`config.mk`:
```
export PLATFORM = sky130hd
export DESIGN_NAME = order_decoder
export DESIGN_NICKNAME = d
export VERILOG_FILES = /design/src/rtl/edsac_order_pkg.sv /design/src/rtl/order_shift_reg.sv /design/src/rtl/order_decoder.sv
export SDC_FILE = /design/constraint.sdc
export NUM_CORES = 1
export LEC_CHECK = 0
export CAP_MARGIN = 30
export CORE_ASPECT_RATIO = 0.75
export CORE_MARGIN = 5
export CORE_UTILIZATION = 50
export CTS_CLUSTER_SIZE = 10
export DETAILED_ROUTE_END_ITERATION = 10
export PLACE_DENSITY = 0.81
export RECOVER_POWER = 100
export SYNTH_ARGS = -nofsm -noshare
export SYNTH_HDL_FRONTEND = slang
export SYNTH_HIERARCHICAL = 1
export SYNTH_SLANG_ARGS = --single-unit
```
`constraint.sdc`:
```
create_clock -name clk -period 3.1 [get_ports clk]
set_input_delay 0.62 -clock clk [delete_from_list [all_inputs] [get_ports clk]]
set_output_delay 0.62 -clock clk [all_outputs]
set_load 0.01 [all_outputs]
```
`src/rtl/edsac_order_pkg.sv`:
```
// Shared constants, field map, FSM states and bit-order helpers
// for the Order Tank serial-to-parallel order decoder.
package edsac_order_pkg;

   localparam int ORDER_WIDTH = 18;

   localparam int OPC_LSB   = 13;
   localparam int OPC_MSB   = 17;
   localparam int SPARE_BIT = 12;
   localparam int TANK_LSB  = 7;
   localparam int TANK_MSB  = 11;
   localparam int POS_LSB   = 3;
   localparam int POS_MSB   = 6;
   localparam int HALF_BIT  = 2;
   localparam int LONG_BIT  = 1;

   localparam int OPC_W  = OPC_MSB - OPC_LSB + 1;
   localparam int TANK_W = TANK_MSB - TANK_LSB + 1;
   localparam int POS_W  = POS_MSB - POS_LSB + 1;

   typedef enum logic [1:0] {
      IDLE,
      SHIFT,
      HOLD
   } state_e;

   // The lowest-numbered order bit of a field is its MSB, so every
   // multi-bit field is bit-reversed relative to the serial word.
   function automatic logic [4:0] rev5(input logic [4:0] v);
      rev5 = {v[0], v[1], v[2], v[3], v[4]};
   endfunction

   function automatic logic [3:0] rev4(input logic [3:0] v);
      rev4 = {v[0], v[1], v[2], v[3]};
   endfunction

endpackage

```
`src/rtl/order_shift_reg.sv`:
```
// Serial-in/parallel-out word shifter with a bit counter.
// Ports: clk, rst, start_i (load bit 0, restart count), shift_i
// (shift one bit), bit_i (serial data), word_o (word including the
// bit currently on bit_i), done_o (bit_i is the last bit of a word).
module order_shift_reg #(
   parameter int W = 18
) (
   input  logic         clk,
   input  logic         rst,
   input  logic         start_i,
   input  logic         shift_i,
   input  logic         bit_i,
   output logic [W-1:0] word_o,
   output logic         done_o
);

   localparam logic [4:0] LAST = 5'(W - 1);
   localparam logic [4:0] END  = 5'(W);

   logic [W-1:0] sh_q, sh_d;
   logic [4:0]   cnt_q, cnt_d;
   logic         active;
   logic         unused_lsb;

   // Counting stops at END, so a finished word never shifts again
   // until the next restart.
   assign active = (cnt_q != 5'd0) && (cnt_q < END);

   // New bits enter at the MSB: after W shifts bit i sits at index i.
   always_comb begin
      sh_d  = sh_q;
      cnt_d = cnt_q;
      if (start_i) begin
         sh_d  = {bit_i, {(W-1){1'b0}}};
         cnt_d = 5'd1;
      end else if (shift_i && active) begin
         sh_d  = {bit_i, sh_q[W-1:1]};
         cnt_d = cnt_q + 5'd1;
      end
   end

   always_ff @(posedge clk) begin
      if (rst) begin
         sh_q  <= '0;
         cnt_q <= 5'd0;
      end else begin
         sh_q  <= sh_d;
         cnt_q <= cnt_d;
      end
   end

   assign word_o     = {bit_i, sh_q[W-1:1]};
   assign done_o     = shift_i && !start_i && (cnt_q == LAST);
   assign unused_lsb = sh_q[0];

endmodule

```
`src/rtl/order_decoder.sv`:
```
// Captures one word-aligned order during Stage 2, splits it into
// static fields and checks recirculated copies against it.
// Ports: clk, rst, order/word_sync (serial tank output), g13 (Stage 2),
// order_clr; outputs opcode, spare, tank_num, position, half_mc,
// long_order, order_strobe, order_valid, sync_err, order_err.
module order_decoder
   import edsac_order_pkg::*;
#(
   parameter int WORD_WIDTH   = 18,
   parameter int RECIRC_CHECK = 1
) (
   input  logic       clk,
   input  logic       rst,
   input  logic       order,
   input  logic       word_sync,
   input  logic       g13,
   input  logic       order_clr,
   output logic [4:0] opcode,
   output logic       spare,
   output logic [4:0] tank_num,
   output logic [3:0] position,
   output logic       half_mc,
   output logic       long_order,
   output logic       order_strobe,
   output logic       order_valid,
   output logic       sync_err,
   output logic       order_err
);

   state_e              state_q;
   logic [OPC_W-1:0]    opc_q;
   logic                spare_q;
   logic [TANK_W-1:0]   tank_q;
   logic [POS_W-1:0]    pos_q;
   logic                half_q;
   logic                long_q;
   logic                valid_q;
   logic                err_q;
   logic                strobe_q;
   logic                serr_q;

   logic [ORDER_WIDTH-1:0] word_w;
   logic [ORDER_WIDTH-1:1] held_w;
   logic                   start_w;
   logic                   shift_w;
   logic                   done_w;
   logic                   unused_bit0;

   // A word_sync in Stage 2 always restarts the shifter: a new capture
   // in IDLE, a resync in SHIFT, a recirculation check in HOLD.
   assign start_w = g13 && word_sync && !order_clr;
   assign shift_w = g13 && !word_sync && !order_clr
                    && (state_q != IDLE);

   order_shift_reg #(
      .W(WORD_WIDTH)
   ) u_shift (
      .clk    (clk),
      .rst    (rst),
      .start_i(start_w),
      .shift_i(shift_w),
      .bit_i  (order),
      .word_o (word_w),
      .done_o (done_w)
   );

   assign held_w = {rev5(opc_q), spare_q, rev5(tank_q),
                    rev4(pos_q), half_q, long_q};

   assign unused_bit0 = word_w[0];

   always_ff @(posedge clk) begin
      if (rst) begin
         state_q  <= IDLE;
         opc_q    <= '0;
         spare_q  <= 1'b0;
         tank_q   <= '0;
         pos_q    <= '0;
         half_q   <= 1'b0;
         long_q   <= 1'b0;
         valid_q  <= 1'b0;
         err_q    <= 1'b0;
         strobe_q <= 1'b0;
         serr_q   <= 1'b0;
      end else begin
         strobe_q <= 1'b0;
         serr_q   <= 1'b0;
         if (order_clr) begin
            state_q <= IDLE;
            opc_q   <= '0;
            spare_q <= 1'b0;
            tank_q  <= '0;
            pos_q   <= '0;
            half_q  <= 1'b0;
            long_q  <= 1'b0;
            valid_q <= 1'b0;
            err_q   <= 1'b0;
         end else begin
            unique case (state_q)
               IDLE: begin
                  if (g13 && word_sync)
                     state_q <= SHIFT;
               end
               SHIFT: begin
                  if (!g13) begin
                     state_q <= IDLE;
                  end else if (word_sync) begin
                     serr_q <= 1'b1;
                  end else if (done_w) begin
                     opc_q    <= rev5(word_w[OPC_MSB:OPC_LSB]);
                     spare_q  <= word_w[SPARE_BIT];
                     tank_q   <= rev5(word_w[TANK_MSB:TANK_LSB]);
                     pos_q    <= rev4(word_w[POS_MSB:POS_LSB]);
                     half_q   <= word_w[HALF_BIT];
                     long_q   <= word_w[LONG_BIT];
                     valid_q  <= 1'b1;
                     strobe_q <= 1'b1;
                     state_q  <= HOLD;
                  end
               end
               HOLD: begin
                  if (!g13) begin
                     state_q <= IDLE;
                  end else if (RECIRC_CHECK != 0 && done_w
                               && word_w[ORDER_WIDTH-1:1] != held_w) begin
                     err_q <= 1'b1;
                  end
               end
               default: state_q <= IDLE;
            endcase
         end
      end
   end

   assign opcode       = opc_q;
   assign spare        = spare_q;
   assign tank_num     = tank_q;
   assign position     = pos_q;
   assign half_mc      = half_q;
   assign long_order   = long_q;
   assign order_strobe = strobe_q;
   assign order_valid  = valid_q;
   assign sync_err     = serr_q;
   assign order_err    = err_q;

endmodule

```
==> metrics.md, run 1 <==
| Metric | Value |
|---|---|
| Worst hold start | `half_mc` |
| Commonest non-fill, non-tap cell in the layout | `dfxtp_1` |
| Tmin final | `2.74 ns` |
| Gr usage total | `0.173` |
| Max-cap violations | `0` |
| Placed instance area | `2340 sq um` |
| Number of routed nets with antenna violations | `0` |
| Worst Setup Path Type | `in -> reg` |
| Worst R2R Path Depth | `9` |
| Crit path arrival time | `2.97 ns` |
| # Post-CTS Setup Buffers | `0` |
| Fin crit share | `0.884` |
| Reg clk slew, reported paths | `0.09 ns` |
| Core Rows | `20` |
| Hold Path Class | `reg -> reg` |
| Layout cells sized above 1 | `0.0763` |
| Initial Util | `0.520` |
| Routed WL per cell | `15.1 um` |
| Overall Power | `~1.1 mW` |
| CTS H-Tree Depth | `2` |
| Peak Freq | `between 300 and 400 MHz` |
| Core Box Area | `4050 sq um` |
| N_diodes | `0` |
| RD Place Congestion | `0.791` |
| Post-route insts no fill | `317` |
| Slowest stage cell, crit path | `clkdlybuf4s50_1` |
| Residual DRC | `0` |
| Via count | `1811` |
| Initial drt markers | `137` |
| LEAKAGE | `0.844 nW` |
| Die Span X | `85 um` |
| Most frequent cells in the layout | `dfxtp_1, nand2_1, a21oi_1, nand4_1, dlygate4sd3_1` |
| Slew margin rel. | `0.379` |
| Required @ worst endpoint | `3.32 ns` |
| Worst skew pair latency | `0.30 ns` |
| CP Launch Type | `primary input` |
| Reg2reg end | `tank_num[2]` |
| Mapped Cells | `about 250` |
| RR Startpoint | `state_q[1]` |
| Max Slew Vio Count | `0` |
| Nets@finish | `270` |
| Cell area after synthesis | `about 2100 sq um` |
| Utilization after layout | `0.604` |
| Hold EP | `half_mc` |
| Setup-failing EPs final | `0` |
| CP Max Fanout | `17` |
| Count of final hold-check violations | `0` |
| VDD IR max | `0.000264 V` |
| Total CTS buffers | `5` |
| Setup Slack @ Placement | `0.171 ns` |
| Detailed placement HPWL | `3270 um` |
| First-pass GRT wire length | `7710 um` |
| Vias in the first global route | `1566` |
| Largest net degree at the start of global routing | `22` |
| Setup_tns | `0 ns` |
| Status | `finished, final reports clean` |
| Dpl cells | `309` |
| Initial DRT Pass Iterations | `4` |
| Hold WS | `between 0.4 and 0.5 ns` |
| Number of vias per cell | `5.71` |
| Initial antenna violation count | `0` |
| Worst Hold Depth | `2` |
| Critical Path Max Stage Delay | `~0.57 ns` |
| Port bufs | `26` |
| Cell Chain, Critical Path | `clkdlybuf4s50_1 -> nor4b_1 -> nand4_1 -> nor3_1 -> and4bb_2 -> and2_0 -> buf_4 -> nand2_1 -> a21oi_1` |
| Clock sinks | `44` |
| Layout Skew | `0.00820 ns` |
| CTS tree | `built` |
| Die Area | `5630 sq um` |
| GRT overflow | `0` |
| CTS max path bufs | `2` |
| PostCTS Resize Cnt | `0` |
| Ports | `27` |
| Total wire length | `4780 um` |
| Area delta synth->final | `16.1%` |
| Syn nets | `roughly 250` |
| Setup slack, reg-to-reg | `approximately 0.80 ns` |
| Die Height | `66.3 um` |
| Post-route setup slack | `0.359 ns` |
| Crit end category | `register` |
| Hold-fix buffer count after cts | `0` |
| Clock root buffer master | `clkbuf_8` |
| RSZ-0062 raised after global routing | `no` |
| Synthesized area per cell | `8.61 sq um` |
| Tightest Pin Transition | `0.928 ns` |
| Pwr dens | `approximately 440 nW/um^2` |
| Yosys warning count | `6` |
| Post-layout instance area | `2450 sq um` |
==> sequential cells by signal, indices dropped and copies added, names as in the netlist <==
| signal | cells |
|---|---|
| half_mc | 1 |
| position | 4 |
| order_valid | 1 |
| order_strobe | 1 |
| long_order | 1 |
| u_shift/cnt_q | 5 |
| state_q | 2 |
| spare | 1 |
| opcode | 5 |
| tank_num | 5 |
| u_shift/sh_q | 16 |
| order_err | 1 |
| sync_err | 1 |
==> power by group <==
| group | internal (mW) | leakage [nW] | switching [mW] | total [mW] |
|---|---|---|---|---|
| combinational | 0.0153 | 0.428 | 0.0272 | 0.0424 |
| clock | 0.263 | 0.0614 | 0.199 | 0.462 |
| sequential | 0.566 | 0.354 | 0.00219 | 0.568 |
==> worst max-delay path by stage <==
stage	startpoint	endpoint	slack, ns	depth (start not counted)
2_1_floorplan	order_clr	opcode[1]	0.24	10
3_5_place_dp	g13	tank_num[2]	0.17	9
6_report	g13	tank_num[2]	0.36	9
4_1_cts	g13	tank_num[2]	0.48	9
5_1_grt	g13	opcode[2]	0.19	9
3_3_place_gp	g13	tank_num[2]	0.31	9
==> critical path: cells and delay by family <==
kind	cells	cell delay, ns
AND/OR/NAND/NOR	6	1.40
AO/OA/AOI/OAI	1	0.16
buffers and inverters	2	0.78
==> final cells by class <==
| type | count | area, sq um |
|---|---|---|
| Fill cell | 382 | 1610 |
| Multi-Input combinational cell | 175 | 1070 |
| Sequential cell | 44 | 881 |
| Timing Repair Buffer | 29 | 283 |
| Clock buffer | 6 | 82.6 |
| Tap cell | 55 | 68.8 |
| Clock inverter | 2 | 38.8 |
| Inverter | 6 | 22.5 |
==> metal layers <==
layer	global-route usage	vias up	wire (um)
met4	0.0534	0	57
met5	0	-	0
met3	0.0423	6	251
met2	0.252	38	2060
met1	0.249	870	2420
li1	-	897	-
No activity file was read; power rests on OpenSTA's default activity.
==> run 2: changes to the inputs <==
PLACE_DENSITY = 0.75   (was 0.81)
==> run 2 against run 1 <==
Effect of this change: clock power fell by 0.9%; highest routed layer unchanged; power fell by 0.43%; largest power group unchanged; clock-buffer cell count did not move; sequential power barely moved; critical endpoint is now u_shift/cnt_q[3]; sequential share of layout area fell by 0.055 points; core utilization rose by 0.093 points; critical path type unchanged; largest cell class unchanged.
==> metrics.md, run 2 (synthesized netlist as in run 1, its figures left out) <==
| Metric | Value |
|---|---|
| Hold Path Class | `reg -> reg (unchanged)` |
| Critical path launch point | `g13 (unchanged)` |
| PostCTS Resize Cnt | `0 (unchanged)` |
| Logic gate share of total power | `0.039 (was 0.040)` |
| CTS max path bufs | `2 (unchanged)` |
| Routed WL per cell | `14.5 um (was 15.1 um)` |
| Most frequent cells in the layout | `dfxtp_1, nand2_1, a21oi_1, dlygate4sd3_1, nand4_1 (was dfxtp_1, nand2_1, a21oi_1, nand4_1, dlygate4sd3_1)` |
| # Post-CTS Setup Buffers | `0 (unchanged)` |
| Fin crit share | `0.869 (was 0.884)` |
| Total wire length | `4610 um (was 4780 um)` |
| Cell Chain, Critical Path | `dlygate4sd3_1 -> nor4b_1 -> buf_4 -> inv_1 -> nor4_1 -> mux2i_1 (was clkdlybuf4s50_1 -> nor4b_1 -> nand4_1 -> nor3_1 -> and4bb_2 -> and2_0 -> buf_4 -> nand2_1 -> a21oi_1)` |
| Internal | `845 uW (about the same)` |
| Worst Setup Path Type | `in -> reg (unchanged)` |
| Residual DRC | `0 (unchanged)` |
| Die Span X | `85 um (unchanged)` |
| Tmin final | `2.69 ns (was 2.74 ns)` |
| Flop pwr share | `0.532 (was 0.530)` |
| Layout cells sized above 1 | `0.0760 (was 0.0763)` |
| Port bufs | `26 (unchanged)` |
| Worst hold start | `order_valid (was half_mc)` |
| Initial drt markers | `137 (unchanged)` |
| Slew margin rel. | `0.393 (was 0.379)` |
| Peak Freq | `371 MHz (was 365 MHz)` |
| Core Rows | `20 (unchanged)` |
| Delay-heaviest family, CP | `buffers and inverters (was simple AND/OR/NAND/NOR gates)` |
| Number of routed nets with antenna violations | `0 (unchanged)` |
| VDD IR max | `0.000191 V (was 0.000264 V)` |
| Clk pwr share | `0.429 (was 0.431)` |
| Layout Skew | `0.00746 ns (was 0.00820 ns)` |
| Reg clk slew, reported paths | `0.08 ns (was 0.09 ns)` |
| Met2 routed WL | `1940 um (was 2060 um)` |
| CTS H-Tree Depth | `2 (unchanged)` |
| Gr usage total | `0.176 (was 0.173)` |
| Status | `finished, final reports clean (unchanged)` |
| Setup_tns | `0 ns (unchanged)` |
| LEAKAGE | `0.846 nW (was 0.844 nW)` |
| Max reg flops | `16 (unchanged)` |
| Top Layer Used | `met4 (unchanged)` |
| Met3 wire length | `390 um (was 251 um)` |
| Tightest Pin Transition | `0.907 ns (was 0.928 ns)` |
| Sw Share | `0.209 (was 0.213)` |
| N_diodes | `0 (unchanged)` |
| First-pass GRT wire length | `7940 um (was 7710 um)` |
| RR Startpoint | `state_q[1] (unchanged)` |
| RSZ-0062 raised after global routing | `no (unchanged)` |
| Max-cap violations | `0 (unchanged)` |
| Largest net degree at the start of global routing | `22 (unchanged)` |
| Number of vias per cell | `5.60 (was 5.71)` |
| Post-layout instance area | `2450 sq um (about the same)` |
| Initial antenna violation count | `0 (unchanged)` |
| CP bufs+invs | `3 (was 2)` |
| Clock sinks | `44 (unchanged)` |
| Crit end category | `register (unchanged)` |
| Critical Path Max Stage Delay | `0.64 ns (was 0.57 ns)` |
| Worst skew pair latency | `0.30 ns (about the same)` |
| Count of final hold-check violations | `0 (unchanged)` |
| Register with the most flip-flops | `u_shift/sh_q (unchanged)` |
| Total CTS buffers | `5 (unchanged)` |
| Ports | `27 (unchanged)` |
| Area delta synth->final | `16.3% (was 16.1%)` |
| Nets@finish | `271 (was 270)` |
| Hold-fix buffer count after cts | `0 (unchanged)` |
| Max Slew Vio Count | `0 (unchanged)` |
| Setup-failing EPs final | `0 (unchanged)` |
| Core Box Area | `4050 sq um (unchanged)` |
| CP Max Fanout | `21 (was 17)` |
| Detailed placement HPWL | `3250 um (was 3270 um)` |
| Placed instance area | `2350 sq um (was 2340 sq um)` |
| RD Place Congestion | `0.764 (was 0.791)` |
| Crit path arrival time | `2.92 ns (was 2.97 ns)` |
| Die Area | `5630 sq um (unchanged)` |
| CTS tree | `built (unchanged)` |
| M1 WL | `2240 um (was 2420 um)` |
| Clock root buffer master | `clkbuf_8 (unchanged)` |
| Slowest stage cell, crit path | `dlygate4sd3_1 (was clkdlybuf4s50_1)` |
| Die Height | `66.3 um (unchanged)` |
| GRT overflow | `0 (unchanged)` |
| Via count | `1782 (was 1811)` |
| Vias in the first global route | `1656 (was 1566)` |
| Initial Util | `0.520 (unchanged)` |
| Initial DRT Pass Iterations | `4 (unchanged)` |
| CP Launch Type | `primary input (unchanged)` |
| Pwr dens | `436 nW/um^2 (was 438 nW/um^2)` |
| P_sw | `224 uW (was 228 uW)` |
| Commonest non-fill, non-tap cell in the layout | `dfxtp_1 (unchanged)` |
| Required @ worst endpoint | `3.33 ns (was 3.32 ns)` |
==> run 2: cell types whose count changed in the layout (fill, tap and decap cells not counted) <==
| cell | change |
|---|---|
| clkbuf_1 | +1 |
| clkdlybuf4s50_1 | -1 |
| dlygate4sd3_1 | +1 |
==> run 2: path summary, 6_finish.rpt <==
kind	slack, ns	depth (start not counted)	to
worst min-delay path	0.46	1	order_valid
worst max-delay path	0.41	6	u_shift/cnt_q[3]
worst min register to register	0.46	1	order_valid
worst max register to register	0.90	6	u_shift/cnt_q[3]
==> run 2: power groups by stage <==
| stage | sequential (mW) | combinational [mW] | clock (mW) |
|---|---|---|---|
| final | 0.568 | 0.0420 | 0.458 |
| after global routing | 0.569 | 0.0460 | 0.498 |
| after CTS | 0.568 | 0.0426 | 0.468 |
| after detailed placement | 0.581 | 0.0424 | 0 |
| after global placement | 0.581 | 0.0424 | 0 |
| after floorplan | 0.581 | 0.0323 | 0 |
==> run 2: layer usage <==
metal / GRT usage / vias up
met4: 0.0613 / 0
met5: 0 / -
li1: - / 903
met1: 0.251 / 813
met3: 0.0448 / 4
met2: 0.255 / 62
==> run 2: final cells by class <==
| type | count | area, sq um |
|---|---|---|
| clock buffers | 6 | 82.6 |
| well taps | 55 | 68.8 |
| flip-flops and latches | 44 | 881 |
| clock inverters | 2 | 38.8 |
| repair buffers | 30 | 287 |
| multi-input cells | 175 | 1070 |
| fillers | 367 | 1600 |
| inverters | 6 | 22.5 |
==> run 2: per-stage QoR <==
step / util / setup slack (ns) / std cells / hold WS [ns] / power [mW]
final: 0.605 / 0.405 / 318 / 0.456 / 1.07
after global routing: 0.605 / 0.254 / 318 / 0.503 / 1.11
after CTS: 0.609 / 0.690 / 318 / 0.463 / 1.08
after detailed placement: 0.579 / 0.387 / 310 / 0.443 / 0.624
after global placement: 0.579 / 0.432 / 310 / 0.434 / 0.624
after floorplan: - / 0.240 / 245 / 0.457 / 0.613
==> run 2: worst register-to-register path: stages, from the launching register on <==
cell	delay [ns]
dfxtp_1	0.41
nor2_1	0.08
nor4b_1	0.37
buf_4	0.32
inv_1	0.31
nor4_1	0.42
mux2i_1	0.22
==> run 3: changes to the inputs <==
CORE_UTILIZATION = 49   (was 50)
MAX_ROUTING_LAYER = met4   (was not set)
PLACE_DENSITY = 0.77   (was 0.75)
TNS_END_PERCENT = 5   (was not set)
clock period = 2.4 ns   (was 3.1 ns; I/O delays follow)
==> run 3 against run 2 <==
Effect of this change: register-to-register slack got worse by 0.55 ns; largest cell class unchanged; first-iteration DRC count decreased by 12%; via count increased by 3.4%; power increased by 29%; critical path depth unchanged; clock power increased by 28%; routed wire length increased by 5.8%; cell area increased by 2.7%; sequential power increased by 29%; non-clock buffer count increased by 6.
==> metrics.md, run 3 (synthesized netlist as in run 1, its figures left out) <==
| Metric | Value |
|---|---|
| Area delta synth->final | `19.4% (was 16.3%)` |
| Peak Freq | `445 MHz` |
| Register with the most flip-flops | `u_shift/sh_q (unchanged)` |
| CP Launch Type | `primary input (unchanged)` |
| Gr usage total | `0.192 (was 0.176)` |
| Status | `finished, final reports clean (unchanged)` |
| RD Place Congestion | `0.855 (was 0.764)` |
| Detailed placement HPWL | `3450 um (was 3250 um)` |
| Max Slew Vio Count | `0 (unchanged)` |
| Worst skew pair latency | `0.30 ns (about the same)` |
| Initial DRT Pass Iterations | `4 (unchanged)` |
| PostCTS Resize Cnt | `0 (unchanged)` |
| CTS max path bufs | `2 (unchanged)` |
| Pwr dens | `549 nW/um^2 (was 436 nW/um^2)` |
| Vias in the first global route | `1763 (was 1656)` |
| Required @ worst endpoint | `2.64 ns (was 3.33 ns)` |
| GRT overflow | `0 (unchanged)` |
| Critical path launch point | `order_clr (was g13)` |
| Setup-failing EPs final | `0 (unchanged)` |
| LEAKAGE | `0.878 nW (was 0.846 nW)` |
| Ports | `27 (unchanged)` |
| Layout Skew | `0.00495 ns (was 0.00746 ns)` |
| First-pass GRT wire length | `8380 um (was 7940 um)` |
| Initial antenna violation count | `0 (unchanged)` |
| VDD IR max | `0.000387 V (was 0.000191 V)` |
| Hold Path Class | `reg -> reg (unchanged)` |
| Tmin final | `2.25 ns` |
| Nets@finish | `277 (was 271)` |
| Die Area | `5730 sq um (was 5630 sq um)` |
| RR Startpoint | `state_q[1] (unchanged)` |
| Clk pwr share | `0.424 (was 0.429)` |
| Setup_tns | `0 ns (unchanged)` |
| Tightest Pin Transition | `0.744 ns (was 0.907 ns)` |
| RSZ-0062 raised after global routing | `no (unchanged)` |
| CTS H-Tree Depth | `2 (unchanged)` |
| Worst Setup Path Type | `in -> reg (unchanged)` |
| Number of routed nets with antenna violations | `0 (unchanged)` |
| Via count | `1843 (was 1782)` |
| Overall Power | `1.38 mW (was 1.07 mW)` |
| Total wire length | `4870 um (was 4610 um)` |
| Max reg flops | `16 (unchanged)` |
| Routed WL per cell | `15.0 um (was 14.5 um)` |
| Sw Share | `0.226 (was 0.209)` |
| Initial Util | `0.514 (was 0.520)` |
| Layout cells sized above 1 | `0.104 (was 0.0760)` |
| # Post-CTS Setup Buffers | `0 (unchanged)` |
| Most frequent cells in the layout | `dfxtp_1, nand2_1, a21oi_1, nand4_1, dlygate4sd3_1 (was dfxtp_1, nand2_1, a21oi_1, dlygate4sd3_1, nand4_1)` |
| Total CTS buffers | `5 (unchanged)` |
| Initial drt markers | `121 (was 137)` |
| Die Span X | `85.8 um (was 85 um)` |
| Clock sinks | `44 (unchanged)` |
| CTS tree | `built (unchanged)` |
| P_sw | `313 uW (was 224 uW)` |
| Reg clk slew, reported paths | `0.09 ns (was 0.08 ns)` |
| Setup slack, reg-to-reg | `0.35 ns (was 0.90 ns)` |
| Flop pwr share | `0.531 (was 0.532)` |
| Logic gate share of total power | `0.046 (was 0.039)` |
| Worst setup endpoint | `u_shift/cnt_q[3] (unchanged)` |
| Commonest non-fill, non-tap cell in the layout | `dfxtp_1 (unchanged)` |
| Port bufs | `26 (unchanged)` |
| Crit end category | `register (unchanged)` |
| Max-cap violations | `0 (unchanged)` |
| Slew margin rel. | `0.504 (was 0.393)` |
| Reg2reg end | `u_shift/cnt_q[3] (unchanged)` |
| N_diodes | `0 (unchanged)` |
| CP Max Fanout | `21 (unchanged)` |
| Internal | `1.07 mW (was 845 uW)` |
| Clock root buffer master | `clkbuf_8 (unchanged)` |
| Residual DRC | `0 (unchanged)` |
| Core Rows | `20 (unchanged)` |
| Count of final hold-check violations | `0 (unchanged)` |
| Hold-fix buffer count after cts | `0 (unchanged)` |
| Crit path arrival time | `2.48 ns (was 2.92 ns)` |
| Fin crit share | `0.936` |
| Fillers | `354 (was 367)` |
| Core Box Area | `4100 sq um (was 4050 sq um)` |
| Die Height | `66.8 um (was 66.3 um)` |
| Worst R2R Path Depth | `6 (unchanged)` |
| Number of vias per cell | `5.69 (was 5.60)` |
| Largest net degree at the start of global routing | `22 (unchanged)` |
run 3: worst min-delay path by stage:
stage / endpoint / cells after the start / startpoint / slack, ns
6_report: order_valid / 1 / order_valid / 0.47
5_1_grt: order_valid / 1 / order_valid / 0.50
4_1_cts: order_valid / 1 / order_valid / 0.47
3_5_place_dp: order_valid / 1 / order_valid / 0.45
3_3_place_gp: order_valid / 1 / order_valid / 0.43
2_1_floorplan: long_order / 2 / u_shift/sh_q[2] / 0.46
run 3: power groups by stage:
| stage | combinational (mW) | clock [mW] | sequential, mW |
|---|---|---|---|
| floorplan | 0.0426 | 0 | 0.750 |
| global placement | 0.0630 | 0 | 0.751 |
| detailed placement | 0.0635 | 0 | 0.751 |
| CTS | 0.0636 | 0.594 | 0.734 |
| global route | 0.0694 | 0.626 | 0.734 |
| finish | 0.0630 | 0.586 | 0.734 |
run 3: layout make-up:
class / instances / area (sq um) / share of cell area
Tap cell: 55 / 68.8 / 0.0273
Multi-Input combinational cell: 175 / 1090 / 0.433
Clock inverter: 3 / 46.3 / 0.0184
Clock buffer: 5 / 68.8 / 0.0273
Sequential cell: 44 / 881 / 0.350
Timing Repair Buffer: 36 / 342 / 0.136
Inverter: 6 / 22.5 / 0.00894
run 3: worst max-delay path, stage by stage:
cell and delay (ns):
clkdlybuf4s50_1 0.47, nor4b_4 0.32, clkbuf_2 0.42, inv_2 0.25, nor4_2 0.33, mux2i_1 0.22
run 3: layer usage:
metal  wire length, um  GRT usage  vias up
li1                  -          -      917
met1              2440      0.270      861
met2              2080      0.269       57
met3               294     0.0420        8
met4                63     0.0672        0
met5                 0          -        -
run 3: per-stage QoR:
| stage | util | std cells | instance area, sq um | worst slack [ns] | hold slack, ns |
|---|---|---|---|---|---|
| 2_1_floorplan | - | 245 | 2130 | 0.0784 | 0.457 |
| 3_3_place_gp | 0.588 | 316 | 2410 | -0.00521 | 0.433 |
| 3_5_place_dp | 0.588 | 316 | 2410 | -0.135 | 0.445 |
| 4_1_cts | 0.616 | 324 | 2530 | 0.182 | 0.470 |
| 5_1_grt | 0.614 | 324 | 2520 | 0.0124 | 0.501 |
| 6_report | 0.614 | 324 | 2520 | 0.153 | 0.465 |
